$ cat config.mk
export PLATFORM = sky130hd
export DESIGN_NAME = palette_arb_ctrl
export DESIGN_NICKNAME = d
export VERILOG_FILES = /design/src/rtl/palette_pkg.sv /design/src/rtl/palette_arb_sel.sv /design/src/rtl/palette_arb_ctrl.sv
export SDC_FILE = /design/constraint.sdc
export NUM_CORES = 1
export LEC_CHECK = 0
export BUFFER_PORTS_ARGS = -buffer_cell sky130_fd_sc_hd__buf_4
export CAP_MARGIN = 0
export CORE_MARGIN = 1
export CORE_UTILIZATION = 48
export DETAILED_ROUTE_END_ITERATION = 16
export GPL_TIMING_DRIVEN = 0
export HOLD_SLACK_MARGIN = 0.02
export PLACE_DENSITY = 0.82
export SYNTH_ARGS = -nofsm -noshare
export SYNTH_HDL_FRONTEND = slang
export SYNTH_SLANG_ARGS = --single-unit
$ cat constraint.sdc
create_clock -name clk -period 1.7 [get_ports clk]
set_input_delay 0 -clock clk [delete_from_list [all_inputs] [get_ports clk]]
set_output_delay 0 -clock clk [all_outputs]
set_load 0.005 [all_outputs]
$ cat src/rtl/palette_pkg.sv
// Shared types and constants for the palette arbiter: index width, ROM address
// width, backdrop address, port ids and the result tag carried down the pipeline.
package palette_pkg;

  localparam int unsigned IDX_W  = 4;
  localparam int unsigned ROM_AW = 5;

  localparam logic [ROM_AW-1:0] BACKDROP_ADDR = 5'h00;

  typedef enum logic {
    PORT_BG  = 1'b0,
    PORT_SPR = 1'b1
  } port_e;

  typedef struct packed {
    logic  vld;
    port_e port;
  } tag_t;

  // Colour 0 of every sub-palette aliases the shared backdrop entry.
  function automatic logic [ROM_AW-1:0] pal_addr(input port_e port,
                                                 input logic [IDX_W-1:0] idx);
    if (idx[1:0] == 2'b00) begin
      return BACKDROP_ADDR;
    end
    return ROM_AW'({port, idx});
  endfunction

endpackage

$ cat src/rtl/palette_arb_sel.sv
// Grant selection between background and sprite requesters.
// Define PALETTE_RR_EN for round-robin on contention; default is sprite priority.
import palette_pkg::*;

module palette_arb_sel (
`ifdef PALETTE_RR_EN
  input  logic clk,
  input  logic rst,
`endif
  input  logic bg_req,
  input  logic spr_req,
  output logic bg_gnt_c,
  output logic spr_gnt_c
);

`ifdef PALETTE_RR_EN
  // rr_q names the port that wins the next contended cycle.
  port_e rr_q;
  port_e rr_d;

  always_comb begin
    rr_d      = rr_q;
    bg_gnt_c  = 1'b0;
    spr_gnt_c = 1'b0;
    if (bg_req && spr_req) begin
      if (rr_q == PORT_BG) begin
        bg_gnt_c = 1'b1;
        rr_d     = PORT_SPR;
      end else begin
        spr_gnt_c = 1'b1;
        rr_d      = PORT_BG;
      end
    end else begin
      bg_gnt_c  = bg_req;
      spr_gnt_c = spr_req;
    end
  end

  always_ff @(posedge clk or posedge rst) begin
    if (rst) begin
      rr_q <= PORT_BG;
    end else begin
      rr_q <= rr_d;
    end
  end
`else
  always_comb begin
    spr_gnt_c = spr_req;
    bg_gnt_c  = bg_req & ~spr_req;
  end
`endif

endmodule

$ cat src/rtl/palette_arb_ctrl.sv
// Palette ROM arbiter: one lookup per cycle, result valid two cycles after grant.
// Optional macro PALETTE_RR_EN selects round-robin instead of sprite priority.
import palette_pkg::*;

module palette_arb_ctrl #(
  parameter int unsigned IDX_W  = palette_pkg::IDX_W,
  parameter int unsigned DATA_W = 8
) (
  input  logic              clk,
  input  logic              rst,
  input  logic              bg_req,
  input  logic [IDX_W-1:0]  bg_idx,
  output logic              bg_gnt,
  output logic              bg_vld,
  output logic [DATA_W-1:0] bg_data,
  input  logic              spr_req,
  input  logic [IDX_W-1:0]  spr_idx,
  output logic              spr_gnt,
  output logic              spr_vld,
  output logic [DATA_W-1:0] spr_data,
  output logic [ROM_AW-1:0] rom_addr,
  input  logic [DATA_W-1:0] rom_dout
);

  logic sel_bg_gnt;
  logic sel_spr_gnt;

  palette_arb_sel u_sel (
`ifdef PALETTE_RR_EN
    .clk       (clk),
    .rst       (rst),
`endif
    .bg_req    (bg_req),
    .spr_req   (spr_req),
    .bg_gnt_c  (sel_bg_gnt),
    .spr_gnt_c (sel_spr_gnt)
  );

  // Grants are suppressed while reset is held so nothing is consumed.
  assign bg_gnt  = sel_bg_gnt & ~rst;
  assign spr_gnt = sel_spr_gnt & ~rst;

  logic [ROM_AW-1:0] addr_q, addr_d;
  tag_t              s1_q, s1_d;
  tag_t              s2_q, s2_d;
  logic [DATA_W-1:0] bg_data_q, bg_data_d;
  logic [DATA_W-1:0] spr_data_q, spr_data_d;

  always_comb begin
    addr_d     = addr_q;
    s1_d       = '0;
    s2_d       = s1_q;
    bg_data_d  = bg_data_q;
    spr_data_d = spr_data_q;
    if (spr_gnt) begin
      addr_d = pal_addr(PORT_SPR, spr_idx);
      s1_d   = '{vld: 1'b1, port: PORT_SPR};
    end else if (bg_gnt) begin
      addr_d = pal_addr(PORT_BG, bg_idx);
      s1_d   = '{vld: 1'b1, port: PORT_BG};
    end
    // ROM output belongs to the stage-1 tag's port.
    if (s1_q.vld) begin
      if (s1_q.port == PORT_BG) begin
        bg_data_d = rom_dout;
      end else begin
        spr_data_d = rom_dout;
      end
    end
  end

  always_ff @(posedge clk or posedge rst) begin
    if (rst) begin
      addr_q     <= '0;
      s1_q       <= '0;
      s2_q       <= '0;
      bg_data_q  <= '0;
      spr_data_q <= '0;
    end else begin
      addr_q     <= addr_d;
      s1_q       <= s1_d;
      s2_q       <= s2_d;
      bg_data_q  <= bg_data_d;
      spr_data_q <= spr_data_d;
    end
  end

  assign rom_addr = addr_d;
  assign bg_vld   = s2_q.vld && (s2_q.port == PORT_BG);
  assign spr_vld  = s2_q.vld && (s2_q.port == PORT_SPR);
  assign bg_data  = bg_data_q;
  assign spr_data = spr_data_q;

endmodule
Yosys cells after proc, flatten, opt, wreduce, memory -nomap -nowiden:

Index checks and enable logic that the tools add are counted.

* register bits after elaboration: 25
* bits of input ports: 20
* output and inout port bits: 25
* logic and storage cells: 33

* muxes and demuxes: 13
* bitwise operators: 7
* reduce and logical (&&, ||, !) cells: 6

Operator list (count)
* $mux W5: 6
* $mux W1: 5
* $logic_not A2 Y1: 2
* $mux W2: 2
* $not A1 Y1: 4
* $reduce_and A2 Y1: 2
* $and A1 B1 Y1: 3
* $logic_and A1 B1 Y1: 2

Depth between registers and ports, before layout:

Gate-level depths: netlist of run 1.

* depth in word-level cells: 8
* depth in mapped cells: 3
* mapped depth without buffers: 3

Hierarchy:

A second synthesis of run 1 with hierarchy kept.

* cells, all modules: 70
* area, all modules: 1004.7 um^2

Modules (own cells, without submodules)
* palette_arb_ctrl: instances 1, cells each 68, area each 983.4 um^2, seq. area each 625.6 um^2
* palette_arb_sel: instances 1, cells each 2, area each 21.3 um^2, seq. area each 0.0 um^2

Worst setup path before layout of run 1:

No wires, ideal clock.

* kind: register to register
* start: register s1_q[1] in the netlist's numbering
* end: register bg_data_q[0], in the netlist bg_data[0]
* setup time: 125 ps
* arrival: 932 ps
* data required time: 1575 ps
* path slack: 643 ps
* stages on the path, launching flop included: 4
* path buffers: 1
* period minus slack after synthesis: 1057 ps
* path through: dfrtp_1 > nand2b_1 > buf_2 > mux2_2

* longest elaborated chain between the ends: 1

Ends and longest elaborated chain
* start: declaration: RTL line palette_arb_ctrl.sv:44 `tag_t s1_q, s1_d;`
* start signal: assignment: RTL line palette_arb_ctrl.sv:75 `s1_q <= '0;`
* start signal: assignment: RTL line palette_arb_ctrl.sv:81 `s1_q <= s1_d;`
* $reduce_and A2 Y1 (no source line)
* end signal: assignment: RTL line palette_arb_ctrl.sv:83 `bg_data_q <= bg_data_d;`
* end: declaration: RTL line palette_arb_ctrl.sv:46 `logic [DATA_W-1:0] bg_data_q, bg_data_d;`

Every way passes these cells.
A chain may end at the register's enable or synchronous reset.

Worst setup path after layout of run 1:

* start: input port rst
* end: output port rom_addr[3]

* longest elaborated chain between the ends: 4
* elaborated cells on any way between the ends: 5
* classes of those cells: mux (2); bitwise (3)

Ends and longest elaborated chain
* start: declaration: RTL line palette_arb_ctrl.sv:10 `input logic rst,`
* $not A1 Y1 (*): RTL line palette_arb_ctrl.sv:40, palette_arb_ctrl.sv:41
* $and A1 B1 Y1: RTL line palette_arb_ctrl.sv:40 `assign bg_gnt = sel_bg_gnt & ~rst;`
* $mux W5: RTL line palette_arb_ctrl.sv:58 `end else if (bg_gnt) begin`
* $mux W5 (*): RTL line palette_arb_ctrl.sv:55 `if (spr_gnt) begin`
* end: declaration: RTL line palette_arb_ctrl.sv:21 `output logic [ROM_AW-1:0] rom_addr,`

Mark *: on every way between the ends. The rest lies on a longest branch, timed or not.

==> impl_metrics.py, run 1 <==
metrics = {
    "setup_path": {
        "arrival_ns": 1.55,
        "crit_family": "buffers and inverters",
        "required_ns": 1.70,
        "cp_common_cell": "buf_4",
        "critPathKind": "in2out",
        "end_kind": "output pin",
        "cp_slowest_stage_delay_ns": 0.54,
        "start_kind": "primary input",
        "crit_buf_inv": 3,
        "slowest_stage": "dlygate4sd3_1",
        "r2r_setup_slack_ns": 0.50,
        "cp_cell_sequence": "dlygate4sd3_1 > buf_4 > o21bai_2 > and2_1 > a221o_1 > buf_4",
        "crit_fanout": 7,
    },
    "min_path": {
        "hold_path_class": "in2reg",
    },
    "synth": {
        "synth_fa_ha_area_share_pct": 0,
        "yosys_register_bits": 25,
        "synth_nets": 87,
        "ys_warn_count": 0,
        "yosys.area_share.simple_pct": 7.66,
        "synth_compound_area_share_pct": 7.40,
        "yosysTopAreaCell": "dfrtp_1",
        "yosysTopAreaCellShare_pct": 64.9,
        "synth_area_per_cell_um2": 14.4,
        "synth_xor_area_share_pct": 0,
        "synth_top_family_by_area": "multiplexers",
        "synth_seq_area_share_pct": 64.9,
        "yosys-top-cells-area": "dfrtp_1, mux2_2, a221o_1",
        "synth_cells": 67,
        "syn_area_um2": 963,
        "muxShareOfSynthArea_pct": 18.7,
        "synthDistinctLibCells": 16,
    },
    "place": {
        "globalplace.congestion": 0.725,
        "dp_hpwl_mm": 1.54,
        "place.port_buffers": 44,
        "pre_cts_slack_ns": 0.491,
    },
    "floorplanning": {
        "io_pins": 45,
        "die-area_mm2": 0.00219,
        "die_w_um": 46.8,
        "rows": 15,
        "core-area_mm2": 0.00180,
        "initial_utilization_pct": 53.5,
        "dieHeight_um": 46.8,
    },
    "routing": {
        "drcViolationCount": 0,
        "vias_per_cell": 4.96,
        "drtAntennaViolNets": 0,
        "drt_iter0_drc": 11,
        "totalWireLength_mm": 2.34,
        "dr.pass1.iters": 4,
        "post_drt_wl_per_cell_um": 15.0,
        "vias": 773,
    },
    "sta": {
        "period_minus_slack_ns": 1.55,
        "skew_ns": 0.00191,
        "finalSetupTns_ns": 0,
        "hold_violations": 0,
        "rsz0062_at_grt": "false",
        "slew_headroom_pct": 40.4,
        "setup_viol": 0,
        "fin_ws_ns": 0.147,
        "worstMarginPinSlew_ns": 0.894,
        "slew_violations": 0,
        "max_freq_mhz": 644,
        "fin_crit_sh_pct": 91.4,
    },
    "clocking": {
        "clockBufferDepth": 2,
        "cts_max_level": 1,
        "postCtsSetupBuffers": 0,
        "cts_buffers": 3,
        "cts_resized": 0,
        "cts_sinks": 25,
        "cts_tree": "done",
        "hold_buffers": 16,
        "clkTransAtPathRegs_ns": 0.13,
        "insertion_delay_ns": 0.31,
        "cts_root_buf": "clkbuf_4",
    },
    "global_route": {
        "antenna_found_initial": 0,
        "grt_pass1_wl_mm": 3.56,
        "track_usage_pct": 24.3,
        "grt_pass1_vias": 818,
        "overflow": 0,
        "grt_max_degree": 26,
    },
    "finish": {
        "area_delta_synth_final_pct": 56.9,
        "final_core_util_pct": 83.9,
        "fillCellCount": 107,
        "final_nets": 152,
        "drive_above_1_share_pct": 49.6,
        "n_antenna_cell": 0,
    },
    "outcome": {
        "status": "completed",
    },
    "power": {
        "p_total_mw": 1.36,
        "leakagePower_nw": 0.735,
        "vdd_ir_drop_max_uv": 719,
        "p_per_area_mw_per_mm2": 898,
    },
    "run": {
        "maxCapViolCount": 0,
    },
}
[stage by stage]
step | instances | cell area [µm²] | hold slack, ns
floorplan | 67 | 963 | 0.0273
global placement | 136 | 1330 | 0.238
detailed placement | 136 | 1330 | 0.246
CTS | 156 | 1510 | 0.0673
global route | 156 | 1510 | 0.0789
finish | 156 | 1510 | 0.0823
[Yosys cell counts]
master,count
a22oi_1,2
buf_2,1
nand2_1,3
o21a_1,1
dfrtp_1,25
a221o_1,2
o21ai_0,2
nor2_1,2
inv_1,2
and2_1,3
o21bai_2,1
mux2_2,16
nor3_1,1
nand2b_1,2
nor2b_1,3
a21o_1,1
[metal layers]
metal | GRT usage, % | up-vias | routed length (µm)
met5 | 0 | - | 0
met4 | 10.9 | 0 | 53
met3 | 3.85 | 8 | 81
met2 | 43.9 | 28 | 1320
met1 | 28.4 | 374 | 885
li1 | - | 363 | -
[state kept, by name, indices dropped and copies added, names as in the netlist]
register / count
bg_data: 8
spr_data: 8
addr_q: 5
s1_q: 2
s2_q: 2
[layout make-up]
| type | instances | area (µm²) | share of cell area, % |
|---|---|---|---|
| Multi-Input combinational cell | 39 | 325 | 21.5 |
| Buffer | 1 | 5.00 | 0.331 |
| Clock buffer | 4 | 26.3 | 1.74 |
| Timing Repair Buffer | 60 | 490 | 32.5 |
| Tap cell | 25 | 31.3 | 2.07 |
| Inverter | 2 | 7.51 | 0.497 |
| Sequential cell | 25 | 626 | 41.4 |
[worst reg2reg max path, cell delays in order, from the launching register on]
cell and delay, ns:
dfrtp_1 0.42, nand2_1 0.29, mux2_2 0.39
[cell usage in the layout (no fill, tap or decap), types with 2 or more instances in the layout]
cell	Yosys	final
a221o_1	2	2
a22oi_1	2	2
and2_1	3	3
buf_4	0	44
clkbuf_4	0	3
dfrtp_1	25	25
dlygate4sd3_1	0	16
inv_1	2	2
mux2_2	16	16
nand2_1	3	3
nand2b_1	2	2
nor2_1	2	2
nor2b_1	3	3
o21ai_0	2	2
[power breakdown]
group,total [mW],switching (mW),internal (mW)
clock,0.263,0.171,0.0918
combinational,0.363,0.127,0.236
sequential,0.731,0.0452,0.686
total,1.36,0.343,1.01
[path summary, 6_finish.rpt]
path                                        start  cells after the start                       to
worst max-delay path                          rst                      6              rom_addr[3]
max in group asynchronous                     rst                      3      addr_q[3]$_DFF_PP0_
worst max register to register  s1_q[0]$_DFF_PP0_                      2  spr_data[5]$_DFFE_PP0P_
worst min-delay path                    bg_idx[0]                      3      addr_q[0]$_DFF_PP0_
worst min register to register  s1_q[0]$_DFF_PP0_                      0        s2_q[0]$_DFF_PP0_
min in group asynchronous                     rst                      3        s2_q[1]$_DFF_PP0_
[cells by family (layout without fill, tap and decap cells)]
kind of cell           Yosys count  after routing
AOI/OAI and AO/OA                9              9
buffers and inverters            3             67
DFF                             25             25
muxes                           16             16
and+or+nand+nor                 14             14
No activity file was read; power rests on OpenSTA's default activity.
==> inputs of run 2 (changes only) <==
==> constraint.sdc (replaced) <==
create_clock -name clk -period 1.7 [get_ports clk]
set_input_delay 0.425 -clock clk [delete_from_list [all_inputs] [get_ports clk]]
set_output_delay 0.425 -clock clk [all_outputs]
set_load 0.005 [all_outputs]
==> run 2 against run 1 <==
Highest routed layer unchanged. Die area unchanged. Clock power up 2%. The run now ends with negative setup slack left. Sequential share of layout area up 1.8 points. Final area down 4.2%. Clock-buffer cell count unchanged. Utilization down 3.5 points. Critical endpoint unchanged. Worst setup slack worse by 0.17 ns. Fmax down 9.6%. Critical path depth down 1. Cell count down 6.4%.
==> impl_metrics.py, run 2 (same netlist as run 1, synthesis figures left out) <==
metrics = {
    "sta": {
        "max_freq_mhz": 582,
        "rsz0062_at_grt": "true",
        "finalSetupTns_ns": -0.0189,
        "skew_ns": 0.00196,
        "slew_headroom_pct": 39.3,
        "hold_violations": 0,
        "setup_viol": 1,
        "worstMarginPinSlew_ns": 0.909,
        "fin_ws_ns": -0.0189,
        "slew_violations": 0,
        "fin_hold_ws_ns": 0.335,
        "period_minus_slack_ns": 1.72,
        "fin_crit_sh_pct": 101,
    },
    "routing": {
        "drt_iter0_drc": 10,
        "drcViolationCount": 0,
        "vias": 735,
        "vias_per_cell": 5.03,
        "drtAntennaViolNets": 0,
        "post_drt_wl_per_cell_um": 15.3,
        "dr.pass1.iters": 4,
        "totalWireLength_mm": 2.23,
    },
    "floorplanning": {
        "io_pins": 45,
        "die-area_mm2": 0.00219,
        "initial_utilization_pct": 53.5,
        "rows": 15,
        "dieHeight_um": 46.8,
        "core-area_mm2": 0.00180,
        "die_w_um": 46.8,
    },
    "run": {
        "maxCapViolCount": 0,
    },
    "place": {
        "dpl_cell_area_mm2": 0.00133,
        "numPlacedInstances": 136,
        "globalplace.congestion": 0.725,
        "pre_cts_slack_ns": -0.130,
        "place.port_buffers": 44,
        "dp_hpwl_mm": 1.54,
    },
    "outcome": {
        "violations": "negative setup slack",
        "status": "finished, violations left",
    },
    "setup_path": {
        "r2r_setup_slack_ns": 0.50,
        "end_kind": "output pin",
        "critPathKind": "in2out",
        "start_kind": "primary input",
        "required_ns": 1.27,
        "arrival_ns": 1.29,
        "crit_fanout": 4,
    },
    "finish": {
        "fillCellCount": 118,
        "drive_above_1_share_pct": 61.2,
        "final_area_mm2": 0.00145,
        "area_delta_synth_final_pct": 50.3,
        "multi_input_area_um2": 353,
        "regArea_um2": 626,
        "stdcell_count": 146,
        "final_core_util_pct": 80.3,
        "final_cell_mix": "buf_4, dfrtp_1, mux2_2",
        "mostFrequentLayoutCell": "buf_4",
        "n_antenna_cell": 0,
        "final_nets": 142,
    },
    "clocking": {
        "cts_sinks": 25,
        "clockBufferDepth": 2,
        "cts_max_level": 1,
        "hold_buffers": 0,
        "cts_buffers": 3,
        "cts_root_buf": "clkbuf_4",
        "cts_tree": "done",
        "clkTransAtPathRegs_ns": 0.13,
        "insertion_delay_ns": 0.32,
    },
    "power": {
        "p_per_area_mw_per_mm2": 935,
        "vdd_ir_drop_max_uv": 698,
        "p_total_mw": 1.35,
        "leakagePower_nw": 0.718,
    },
    "global_route": {
        "met3_usage_pct": 2.31,
        "grt_pass1_wl_mm": 3.22,
        "track_usage_pct": 21.4,
        "overflow": 0,
        "gr-usage-met2_pct": 39.2,
        "antenna_found_initial": 0,
        "grt_util_met1_pct": 26.3,
        "grt_max_degree": 26,
        "grt_pass1_vias": 742,
        "grt.busiest_layer": "met2",
    },
    "min_path": {
        "hold_path_class": "in2reg",
    },
}
[run 2: area by class of cell]
cell class | instances | share of cell area [%]
well taps | 25 | 2.16
inverters | 2 | 0.519
plain buffers | 1 | 0.346
repair buffers | 50 | 27.6
multi-input cells | 39 | 24.4
flip-flops and latches | 25 | 43.2
clock buffers | 4 | 1.82
[run 2: final timing paths]
| kind | startpoint | end | cells past startpoint |
|---|---|---|---|
| worst max-delay path | rst | rom_addr[3] | 5 |
| worst min-delay path | rom_dout[5] | bg_data[5]$_DFFE_PP0P_ | 2 |
| worst max register to register | s1_q[0]$_DFF_PP0_ | bg_data[3]$_DFFE_PP0P_ | 3 |
| worst min register to register | s1_q[0]$_DFF_PP0_ | s2_q[0]$_DFF_PP0_ | 0 |
| max in group asynchronous | rst | bg_data[4]$_DFFE_PP0P_ | 3 |
| min in group asynchronous | rst | s1_q[0]$_DFF_PP0_ | 3 |
[run 2: layer usage]
metal / vias to the layer above / wire length, µm
met5: - / 0
met3: 4 / 71
li1: 339 / -
met1: 376 / 871
met2: 16 / 1270
met4: 0 / 24
[run 2: where the power goes]
group | switching [mW] | leakage, nW | total (mW) | internal [mW]
Sequential | 0.0437 | 0.299 | 0.730 | 0.686
Combinational | 0.125 | 0.404 | 0.356 | 0.231
Clock | 0.176 | 0.0150 | 0.268 | 0.0919
Total | 0.345 | 0.718 | 1.35 | 1.01
[run 2: repair_timing]
item | 4_1_cts | 5_1_grt
setup buffers | 4 | 2
pin swaps | 3 | 2
setup endpoints to repair | 2 | 3
resized for setup | 6 | 3
[run 2: worst max-delay path, stage by stage]
cell and delay [ns]:
buf_8 0.10, o21bai_4 0.17, and2_1 0.16, a221o_1 0.29, buf_4 0.15
==> inputs of run 3 (changes only) <==
Settings changed: ABC_AREA set to 1, PLACE_DENSITY 0.82 to 0.81.
==> run 3 against run 2 <==
The run now ends clean. Fmax is 12% higher. Total power down 3.1%. Synthesized cell count increased by 60%. Critical path type unchanged. Global-route usage fell by 1.1 points. Critical endpoint is now rom_addr[2]. Sequential share of layout area is 0.19 points higher. Sequential power shrank 0.7%. Worst setup slack gained 0.18 ns. Largest cell class unchanged. Area after synthesis up 4.8%.
==> impl_metrics.py, run 3 <==
metrics = {
    "setup_path": {
        "cp_cell_sequence": "buf_4 > inv_2 > nand2_1 > nor2_2 > nand2_1 > nand3_1 > buf_4",
        "crit_buf_inv": 3,
        "end_kind": "output pin",
        "arrival_ns": 1.11,
        "r2r-start": "s1_q[0]$_DFF_PP0_",
        "required_ns": 1.27,
        "r2r_setup_slack_ns": 0.71,
        "reg2reg_depth": 4,
        "slowest_stage": "buf_4",
        "r2r_end": "bg_data[1]$_DFFE_PP0P_",
        "crit_fanout": 4,
        "cp_slowest_stage_delay_ns": 0.13,
        "crit_family": "buffers and inverters",
        "start_kind": "primary input",
        "critPathKind": "in2out",
    },
    "floorplanning": {
        "dieHeight_um": 47.9,
        "io_pins": 45,
        "initial_utilization_pct": 51.5,
        "rows": 16,
        "die-area_mm2": 0.00229,
        "die_w_um": 47.9,
        "core-area_mm2": 0.00196,
    },
    "synth": {
        "synth_cells": 107,
        "synth_commonest_cells": "nand2_1, dfrtp_1, o21ai_1",
        "yosys-top-cells-area": "dfrtp_1, nand2_1, o21ai_1",
        "synth_area_per_cell_um2": 9.44,
        "synth_nets": 127,
        "yosys_register_bits": 25,
        "synthDistinctLibCells": 13,
        "synth_seq_area_share_pct": 62.0,
        "ys_warn_count": 0,
        "syn_area_mm2": 0.00101,
        "synth_edf_count": 0,
        "synth_async_sr_flop_share_pct": 100,
        "yosysTopAreaCell": "dfrtp_1",
        "yosysTopAreaCellShare_pct": 62.0,
        "synth-main-ff-cell": "dfrtp_1",
        "yosys.cell_count.top_type": "nand2_1",
    },
    "power": {
        "power.share.clock_pct": 19.7,
        "sw_frac_of_total_pct": 27.2,
        "vdd_ir_drop_max_uv": 601,
        "p_int_uw": 955,
        "p_per_area_mw_per_mm2": 910,
        "leakagePower_nw": 0.790,
        "power_frac_comb_pct": 25.1,
        "pwr-share-seq_pct": 55.3,
        "switching_power_uw": 357,
    },
    "outcome": {
        "status": "completed",
    },
    "finish": {
        "stdcell_count": 185,
        "final_nets": 179,
        "final_cell_mix": "buf_4, nand2_1, dfrtp_1",
        "drive_above_1_share_pct": 36.7,
        "regArea_um2": 626,
        "n_antenna_cell": 0,
        "multi_input_area_um2": 294,
        "mostFrequentLayoutCell": "buf_4",
        "area_delta_synth_final_pct": 42.8,
        "final_area_mm2": 0.00144,
        "fillCellCount": 154,
    },
    "clocking": {
        "cts_tree": "done",
        "cts_buffers": 3,
        "clkTransAtPathRegs_ns": 0.14,
        "clockBufferDepth": 2,
        "cts_sinks": 25,
        "insertion_delay_ns": 0.31,
        "cts_max_level": 1,
        "cts_root_buf": "clkbuf_4",
    },
    "sta": {
        "finalSetupTns_ns": 0,
        "slew_headroom_pct": 80.7,
        "rsz0062_at_grt": "false",
        "worstMarginPinSlew_ns": 0.288,
        "setup_viol": 0,
        "period_minus_slack_ns": 1.54,
        "max_freq_mhz": 650,
        "skew_ns": 0.0121,
        "slew_violations": 0,
        "fin_crit_sh_pct": 90.5,
        "hold_violations": 0,
    },
    "place": {
        "place.port_buffers": 44,
        "globalplace.congestion": 0.831,
        "dpl_cell_area_mm2": 0.00137,
        "dp_hpwl_mm": 1.72,
        "numPlacedInstances": 178,
    },
    "routing": {
        "vias_per_cell": 4.88,
        "vias": 903,
        "drtAntennaViolNets": 0,
        "dr.pass1.iters": 4,
        "totalWireLength_mm": 2.30,
        "post_drt_wl_per_cell_um": 12.4,
        "drcViolationCount": 0,
        "drt_iter0_drc": 20,
    },
    "global_route": {
        "grt_max_degree": 29,
        "grt_pass1_vias": 769,
        "grt_pass1_wl_mm": 3.24,
        "antenna_found_initial": 0,
        "overflow": 0,
        "track_usage_pct": 20.3,
    },
    "min_path": {
        "hold_path_class": "in2async",
    },
    "run": {
        "maxCapViolCount": 0,
    },
}
[run 3: cell count changes in the layout (fill, tap and decap cells not counted), sizes merged, moves of 3 or more]
cell   delta
nor2      +4
buf       -5
and2      -3
inv      +16
nand2    +27
o21ai    +15
mux2     -16
nor2b     -3
nand3     +7
[run 3: final cells by class]
cell class / instances / share of cell area (%)
well taps: 27 / 2.34
repair inverters: 1 / 0.608
flip-flops and latches: 25 / 43.4
plain buffers: 2 / 1.56
repair buffers: 46 / 24.3
inverters: 18 / 5.56
clock buffers: 4 / 1.82
multi-input cells: 62 / 20.4
[run 3: kinds of logic after synthesis]
| group | synth area share, % |
|---|---|
| flip-flops | 62.0 |
| AO/OA/AOI/OAI | 9.54 |
| buffers and inverters | 8.92 |
| AND/OR/NAND/NOR | 19.6 |
[run 3: worst max-delay path by stage]
stage          startpoint     endpoint  slack (ns)  cells after the start
2_1_floorplan         rst  rom_addr[2]        0.20                      4
6_report          spr_req  rom_addr[2]        0.16                      7
3_3_place_gp          rst  rom_addr[2]       -0.22                      6
3_5_place_dp          rst  rom_addr[2]       -0.27                      6
4_1_cts               rst  rom_addr[2]        0.01                      6
5_1_grt           spr_req  rom_addr[2]        0.07                      7
[run 3: routing by layer]
layer	GRT usage, %	vias to the layer above	share of wire [%]
met5	0	-	0
met4	5.00	0	1.2
met3	4.15	4	3.1
met2	35.1	21	55
met1	26.0	440	41
li1	-	438	-
[run 3: timing repair]
item / 4_1_cts / 5_1_grt
buffers inserted: 0 / 0
cloned: 0 / 1
hold endpoints to repair: 0 / 6
pin swaps: 0 / 0
setup endpoints to repair: 5 / 5
hold buffers: 0 / 2
resized for setup: 2 / 2
[run 3: power groups by stage]
stage	Combinational [mW]	Sequential, mW	Clock (mW)
floorplan	0.118	0.737	0
global placement	0.310	0.734	0
detailed placement	0.323	0.738	0
CTS	0.326	0.725	0.261
global route	0.365	0.736	0.293
finish	0.329	0.725	0.258
[run 3: through the flow]
| step | hold slack, ns | utilization (%) | total power [mW] | setup WS, ns |
|---|---|---|---|---|
| floorplan | 0.335 | - | 0.856 | 0.205 |
| global placement | 0.418 | 70.0 | 1.04 | -0.220 |
| detailed placement | 0.433 | 70.0 | 1.06 | -0.272 |
| CTS | 0.0849 | 71.6 | 1.31 | 0.0122 |
| global route | 0.0478 | 73.5 | 1.39 | 0.0661 |
| finish | 0.0586 | 73.5 | 1.31 | 0.161 |
